`src/rtl/sonic_v1_15_nios_base_cpu_oci_dct_drain_if.sv`:
```
// Packed-trace load port and 2-bit valid/ready trace port of the DCT drain.
// The slave modport is the drain itself; the master is the packer/trace sink side.
interface sonic_v1_15_nios_base_cpu_oci_dct_drain_if;
    logic [29:0] dct_buffer;
    logic [3:0]  dct_count;
    logic        dct_load;
    logic        dct_ready;
    logic [1:0]  tr_field;
    logic        tr_valid;
    logic        tr_ready;
    logic        tr_last;

    modport slave (
        input  dct_buffer, dct_count, dct_load, tr_ready,
        output dct_ready, tr_field, tr_valid, tr_last
    );

    modport master (
        output dct_buffer, dct_count, dct_load, tr_ready,
        input  dct_ready, tr_field, tr_valid, tr_last
    );
endinterface

```
`src/rtl/sonic_v1_15_nios_base_cpu_oci_dct_drain.sv`:
```
// Serializes a packed DCT trace word (up to fifteen 2-bit fields, LSB field
// first) onto a valid/ready trace port; reports drain completion at end of test.
module sonic_v1_15_nios_base_cpu_oci_dct_drain (
    input  logic                                      clk,
    input  logic                                      reset_n,
    sonic_v1_15_nios_base_cpu_oci_dct_drain_if.slave  dct,
    input  logic                                      test_ending,
    output logic                                      test_done,
    output logic                                      overflow,
    output logic [15:0]                               fields_emitted
);

    typedef enum logic [1:0] {IDLE, EMIT, DONE} state_t;

    state_t      state;
    state_t      state_next;
    logic [29:0] shreg;
    logic [3:0]  rem;
    logic        ready;
    logic        accept;
    logic        handshake;

    // A reload is accepted during the final-field handshake so streams stay gap-free.
    assign ready     = (state == IDLE) || ((state == EMIT) && (rem == 4'd1) && dct.tr_ready);
    assign accept    = dct.dct_load && ready;
    assign handshake = (state == EMIT) && dct.tr_ready;

    assign dct.dct_ready = ready;
    assign dct.tr_valid  = (state == EMIT);
    assign dct.tr_field  = (state == EMIT) ? shreg[1:0] : 2'b00;
    assign dct.tr_last   = (state == EMIT) && (rem == 4'd1);
    assign test_done     = (state == DONE);

    always_comb begin
        state_next = state;
        case (state)
            IDLE: begin
                if (accept)
                    state_next = (dct.dct_count != 4'd0) ? EMIT : IDLE;
                else if (test_ending)
                    state_next = DONE;
            end
            EMIT: begin
                if (handshake && (rem == 4'd1)) begin
                    if (accept)
                        state_next = (dct.dct_count != 4'd0) ? EMIT : IDLE;
                    else if (test_ending)
                        state_next = DONE;
                    else
                        state_next = IDLE;
                end
            end
            DONE:    state_next = DONE;
            default: state_next = IDLE;
        endcase
    end

    always_ff @(posedge clk or negedge reset_n) begin
        if (!reset_n) begin
            state          <= IDLE;
            shreg          <= 30'd0;
            rem            <= 4'd0;
            fields_emitted <= 16'd0;
            overflow       <= 1'b0;
        end else begin
            state <= state_next;
            if (accept) begin
                shreg <= dct.dct_buffer;
                rem   <= dct.dct_count;
            end else if (handshake) begin
                shreg <= {2'b00, shreg[29:2]};
                rem   <= rem - 4'd1;
            end
            if (handshake && (fields_emitted != 16'hFFFF))
                fields_emitted <= fields_emitted + 16'd1;
            if (dct.dct_load && !ready)
                overflow <= 1'b1;
        end
    end

endmodule
```
`src/flat_wrapper.sv`:
```
// flat-port wrapper written by rule: the top's interface ports become plain ports
module sonic_v1_15_nios_base_cpu_oci_dct_drain_flat 
  (clk, reset_n, test_ending, test_done, overflow, fields_emitted, dct_dct_buffer, dct_dct_count, dct_dct_load, dct_tr_ready, dct_dct_ready, dct_tr_field, dct_tr_valid, dct_tr_last);
  sonic_v1_15_nios_base_cpu_oci_dct_drain_if dct_i ();
  input  logic clk;
  input  logic reset_n;
  input  logic test_ending;
  output logic test_done;
  output logic overflow;
  output logic [15:0] fields_emitted;
  input wire logic [$bits(dct_i.dct_buffer)-1:0] dct_dct_buffer;
  input wire logic [$bits(dct_i.dct_count)-1:0] dct_dct_count;
  input wire logic [$bits(dct_i.dct_load)-1:0] dct_dct_load;
  input wire logic [$bits(dct_i.tr_ready)-1:0] dct_tr_ready;
  output wire logic [$bits(dct_i.dct_ready)-1:0] dct_dct_ready;
  output wire logic [$bits(dct_i.tr_field)-1:0] dct_tr_field;
  output wire logic [$bits(dct_i.tr_valid)-1:0] dct_tr_valid;
  output wire logic [$bits(dct_i.tr_last)-1:0] dct_tr_last;
  assign dct_i.dct_buffer = dct_dct_buffer;
  assign dct_i.dct_count = dct_dct_count;
  assign dct_i.dct_load = dct_dct_load;
  assign dct_i.tr_ready = dct_tr_ready;
  assign dct_dct_ready = dct_i.dct_ready;
  assign dct_tr_field = dct_i.tr_field;
  assign dct_tr_valid = dct_i.tr_valid;
  assign dct_tr_last = dct_i.tr_last;
  sonic_v1_15_nios_base_cpu_oci_dct_drain u_core (.clk(clk), .reset_n(reset_n), .dct(dct_i), .test_ending(test_ending), .test_done(test_done), .overflow(overflow), .fields_emitted(fields_emitted));
endmodule
```
`config.mk`:
```
export PLATFORM = sky130hd
export DESIGN_NAME = sonic_v1_15_nios_base_cpu_oci_dct_drain_flat
export DESIGN_NICKNAME = d
export VERILOG_FILES = /design/src/rtl/sonic_v1_15_nios_base_cpu_oci_dct_drain_if.sv /design/src/rtl/sonic_v1_15_nios_base_cpu_oci_dct_drain.sv /design/src/flat_wrapper.sv
export SDC_FILE = /design/constraint.sdc
export NUM_CORES = 1
export LEC_CHECK = 0
export BUFFER_PORTS_ARGS = -buffer_cell sky130_fd_sc_hd__buf_2
export CORE_MARGIN = 1
export CORE_UTILIZATION = 30
export DETAILED_ROUTE_END_ITERATION = 12
export GPL_TIMING_DRIVEN = 0
export PLACE_DENSITY_LB_ADDON = 0.25
export SYNTH_ARGS = -nofsm -noshare
export SYNTH_HDL_FRONTEND = slang
export SYNTH_SLANG_ARGS = --single-unit
```
`constraint.sdc`:
```
create_clock -name clk -period 2.1 [get_ports clk]
set_clock_uncertainty 0.15 [all_clocks]
set_input_delay 0.21 -clock clk [delete_from_list [all_inputs] [get_ports clk]]
set_output_delay 0.21 -clock clk [all_outputs]
set_load 0.02 [all_outputs]
```
======== Word level (Yosys, flattened, before mapping) ========
Index checks and enable logic that the tools add are counted.
word-level totals
  register bits ........................... 53
  input bits .............................. 39
  word-level logic and storage cells ...... 38
cells by class
  add/subtract/negate cells ............... 2
  equal/unequal tests ..................... 6
  muxes and demuxes ....................... 12
  reduce and logical (&&, ||, !) cells .... 13
operators with widths
  kind                     count
  $mux W30                 2
  $add A16 B1 Y16 const B  1
  $ne A16 B16 Y1 const B   1
  $mux W2                  6
  $mux W4                  2
  $logic_and A1 B1 Y1      7
  $pmux W2 S3              1
  $eq A4 B1 Y1 const B     1
  $reduce_bool A4 Y1       1
  $sub A4 B1 Y4 const B    1
  $ne A3 B2 Y1 const B     1
  $eq A2 B1 Y1 const B     1
  $eq A2 B2 Y1 const B     1
  $logic_not A2 Y1         1
  $ne A2 B1 Y1 const B     1
  $reduce_and A2 Y1        1
  $reduce_bool A2 Y1       1
  $logic_not A1 Y1         1
  $logic_or A1 B1 Y1       1
  $mux W1                  1

======== Longest topological paths before layout ========
  word-level depth ........................ 8
  gate-level depth with buffers ........... 8
  gate-level depth less buffers ........... 6

======== Least setup slack after synthesis ========
OpenSTA, ideal clock, no wires.
  path kind ............................... register to register
  from .................................... register u_core.fields_emitted[0]
  to ...................................... register u_core.fields_emitted[11]
  setup time .............................. 132 ps
  data arrival time ....................... 1,700 ps
  required time ........................... 1,818 ps
  setup slack ............................. 117 ps
  cell stages (with the launch flop) ...... 6
  buffers on the path ..................... 0
  period minus slack after synthesis ...... 1,983 ps
  path through ............................ dfrtp_1 > ha_1 > nand4_1 > nor3_1 > and4b_1 > xor2_1
on the way
  longest elaborated chain between the ends .. 2
RTL lines
  element                                                                  line                                           text
  from (decl)                                                              sonic_v1_15_nios_base_cpu_oci_dct_drain.sv:10  output logic [15:0] fields_emitted
  from (signal assigned)                                                   sonic_v1_15_nios_base_cpu_oci_dct_drain.sv:75  fields_emitted <= fields_emitted + 16'd1;
  parallel branches: the longest is 2 deep, another holds $add A16 B1 Y16  -
Several ways; the timed one is not identified.
A chain may end at the register's enable or synchronous reset.

======== Worst setup path in the final report ========
  from .................................... register u_core.rem[1]
  to ...................................... register u_core.rem[1]
on the way
  longest elaborated chain between the ends .. 6
RTL lines
  element                                                                line                                           text
  from (decl)                                                            sonic_v1_15_nios_base_cpu_oci_dct_drain.sv:18  logic [3:0] rem;
  from (signal assigned)                                                 sonic_v1_15_nios_base_cpu_oci_dct_drain.sv:69  rem <= dct.dct_count;
  from (signal assigned)                                                 sonic_v1_15_nios_base_cpu_oci_dct_drain.sv:72  rem <= rem - 4'd1;
  parallel branches: the longest is 6 deep, another holds $sub A4 B1 Y4  -
Several ways; the timed one is not identified. The select of a mux whose other input is x is not followed.

==> flow_metrics.py <==
metrics = {
    "outcome": {
        "status": "finished with violations",
        "violated_checks": "hold timing",
    },
    "setup_path": {
        "setup.worst_path.end_class": "flip-flop",
        "data_required_time_at_the_worst_endpoint_ps": 2150,
        "critical_path.reg2reg.endpoint": "u_core.rem[1]",
        "startpoint_type": "flip-flop",
        "crit_path_cell_trace": "inv_1, ha_1, nand4bb_4, a211oi_4, buf_6, mux2_2",
        "critical_path.endpoint": "u_core.rem[1]",
        "cp.arrival_ps": 2000,
        "timing_worst_setup_path_type": "flip-flop to flip-flop",
        "worst_path_max_delay_cell": "dfrtp_1",
        "worst-r2r-cell-count": 6,
        "worstPathMaxFanout": 10,
        "critical_path.reg2reg.startpoint": "u_core.rem[1]",
        "cpPeakStageDelay_ps": 410,
        "crit_start": "u_core.rem[1]",
        "timing.reg2reg.setup_slack_ps": 160,
    },
    "clock_tree": {
        "clock_buffers_created_by_tritoncts": 5,
        "clock_sink_count": 53,
        "clock_insertion_delay_worst_skew_ps": 310,
        "clockBufferDepth": 2,
        "cts_tree": "built",
        "h-tree-depth": 2,
        "clk_root_buffer_cell": "clkbuf_8",
        "reg_clk_slew_reported_paths_ps": 100,
    },
    "detailed_routing": {
        "count_of_nets_left_with_antenna_violations_after_detail_routing": 0,
        "routedWlPerCell_um": 13.3,
        "first_iter_violations": 100,
        "drt-total-wl_um": 6120,
        "drt-pass1-iter-count": 4,
        "drcViolationCount": 0,
        "vias_per_cell": 4.77,
        "routed-via-count": 2200,
    },
    "synthesis": {
        "yosys.area.top_type_share_pct": 51.1,
        "synth_cells": 252,
        "synth_edf_count": 0,
        "synth_sequential_area_ratio_pct": 51.1,
        "synthTopCellsByArea": "dfrtp_1, mux2i_1, o21ai_0, nand2_1, xor2_1",
        "yosysUniqueCellTypes": 37,
        "post_synth_instance_area_mm2": 0.00259,
        "yosys_register_bits": 53,
        "syn_area_per_cell_um2": 10.3,
        "yosysWarnings": 0,
        "synth_area_leader": "dfrtp_1",
        "synthMostInstantiatedCell": "dfrtp_1",
        "dominantRegCellSynth": "dfrtp_1",
        "synth_commonest_cells": "dfrtp_1, nand2_1, o21ai_0, mux2i_1, nor2_1",
        "asyncSetResetFlopFracSynth_pct": 100,
        "synthesis.nets": 294,
    },
    "power": {
        "power_density_mw_per_mm2": 1070,
        "p_leak_nw": 1.72,
        "post_route_total_power_mw": 3.76,
        "worst_ir_drop_vdd_mv": 0.429,
    },
    "global_routing": {
        "gr-total-overflow": 0,
        "gr-usage-all-layers_pct": 14.7,
        "grt_antenna_before_repair": 0,
        "grt_start_max_net_pins": 54,
        "first_pass_grt_wire_length_um": 10200,
        "grt_pass1_vias": 2121,
    },
    "sta": {
        "tightestPinTransition_ps": 1190,
        "period_needed_ps": 1940,
        "setup_viol": 0,
        "finalHoldWorstSlack_ps": -11.6,
        "slew_viol_final": 0,
        "timing.max_slew.rel_slack_pct": 20.9,
        "max_clock_freq_mhz": 514,
        "hold_viol": 8,
        "finalCritPeriodShare_pct": 92.6,
        "grt_setup_unrepaired": "false",
    },
    "placed_design": {
        "dpl.hpwl_um": 4070,
        "finalWeightedCongestion": 0.849,
        "count_of_input_and_output_buffers": 61,
        "dp_cells": 418,
    },
    "final_layout": {
        "instances_no_fill": 461,
        "final_layout_size_suffix_gt1_share_pct": 26.1,
        "areaGrowthSynthToFinish_pct": 36.1,
        "nNetsFinal": 397,
        "diodes": 0,
    },
    "worst_hold_path": {
        "holdCritPathClass": "input pin to asynchronous set/reset pin",
    },
    "die": {
        "area_of_the_die_mm2": 0.00903,
        "standard_cell_core_area_mm2": 0.00830,
        "die-height_um": 95.0,
        "placementRows": 33,
        "top_level_ports": 62,
        "start_util_pct": 31.3,
        "floorplan.die.width_um": 95.0,
    },
    "flow_run": {
        "drv.max_cap_violation_count": 0,
    },
}
worst min-delay path by stage:
| stage | slack, ps | start | cells after the start | end |
|---|---|---|---|---|
| floorplan | -240 | reset_n | 0 | u_core.fields_emitted[0] |
| global placement | 260 | dct_dct_buffer[13] | 3 | u_core.shreg[13] |
| detailed placement | 270 | dct_dct_buffer[15] | 3 | u_core.shreg[15] |
| CTS | 1 | dct_dct_count[1] | 2 | u_core.rem[1] |
| global route | 3 | dct_dct_count[1] | 2 | u_core.rem[1] |
| finish | -10 | reset_n | 1 | u_core.fields_emitted[1] |
flip-flops by register name, summed over array words and instances (netlist names):
signal and cells:
u_core.rem 4, u_core.state 2, u_core.overflow 1, u_core.shreg 30, u_core.fields_emitted 16
area by class of cell:
type | count | area, µm²
Sequential cell | 53 | 1330
Inverter | 3 | 11.3
Timing Repair Buffer | 96 | 653
Tap cell | 105 | 131
Fill cell | 833 | 4770
Buffer | 13 | 80.1
Clock inverter | 2 | 16.3
Clock buffer | 6 | 82.6
Multi-Input combinational cell | 183 | 1230
worst max-delay path, delay by kind of cell (launching register included):
kind / cells / cell delay (ps)
muxes: 1 / 330
buffers and inverters: 2 / 260
AOI/OAI and AO/OA: 1 / 300
DFF: 1 / 410
and+or+nand+nor: 1 / 170
adders and majority gates: 1 / 210
power by group:
part	switching, mW	internal [mW]	total [mW]
Clock	0.355	0.272	0.627
Sequential	0.290	1.40	1.69
Combinational	0.771	0.672	1.44
Total	1.42	2.35	3.76
metrics by stage:
stage	hold WS (ps)	worst slack (ps)	TNS, ps	util, %	cell area [µm²]
6_report	-11.6	156	0	42.6	3530
5_1_grt	2.91	14.1	0	42.6	3530
4_1_cts	1.31	19.2	0	41.9	3480
3_5_place_dp	267	-102	-2360	36.5	3030
3_3_place_gp	264	-74.3	-1370	36.5	3030
2_1_floorplan	-236	117	0	-	2590
routing by layer:
metal	global-route usage [%]	wire length, µm	vias to the layer above
li1	-	-	1089
met1	18.4	2830	1040
met2	24.8	2900	58
met3	3.30	244	13
met4	5.18	137	0
met5	0	0	-
cell usage in the layout, fill, tap and decap left out, drive strengths merged, types with 4 or more instances in the layout:
cell type    count
dfrtp           53
buf             71
nor3             5
nand4            5
mux2i           28
nor2            11
clkbuf          10
a21oi            6
xor2             9
and3             4
nor4             4
a31oi            4
xnor2            4
inv              4
o21ai           33
nand2           43
dlygate4sd3     34
what timing repair did:
item | in CTS | in global routing
pin swaps | 1 | 3
setup endpoints to repair | 35 | 40
endpoints found under the hold margin | 34 | 0
gates resized for setup | 1 | 11
hold buffers | 34 | 0
setup buffers | 0 | 1
kinds of logic after synthesis:
kind of cell	after synthesis	synth area share, %
compound gates	48	10.0
xor+xnor	13	4.39
fa+ha+maj	3	1.45
buf+inv	16	3.18
flops	53	51.1
mux	31	12.1
simple gates	88	17.7
Note: power is estimated with default switching activity, not from simulation.
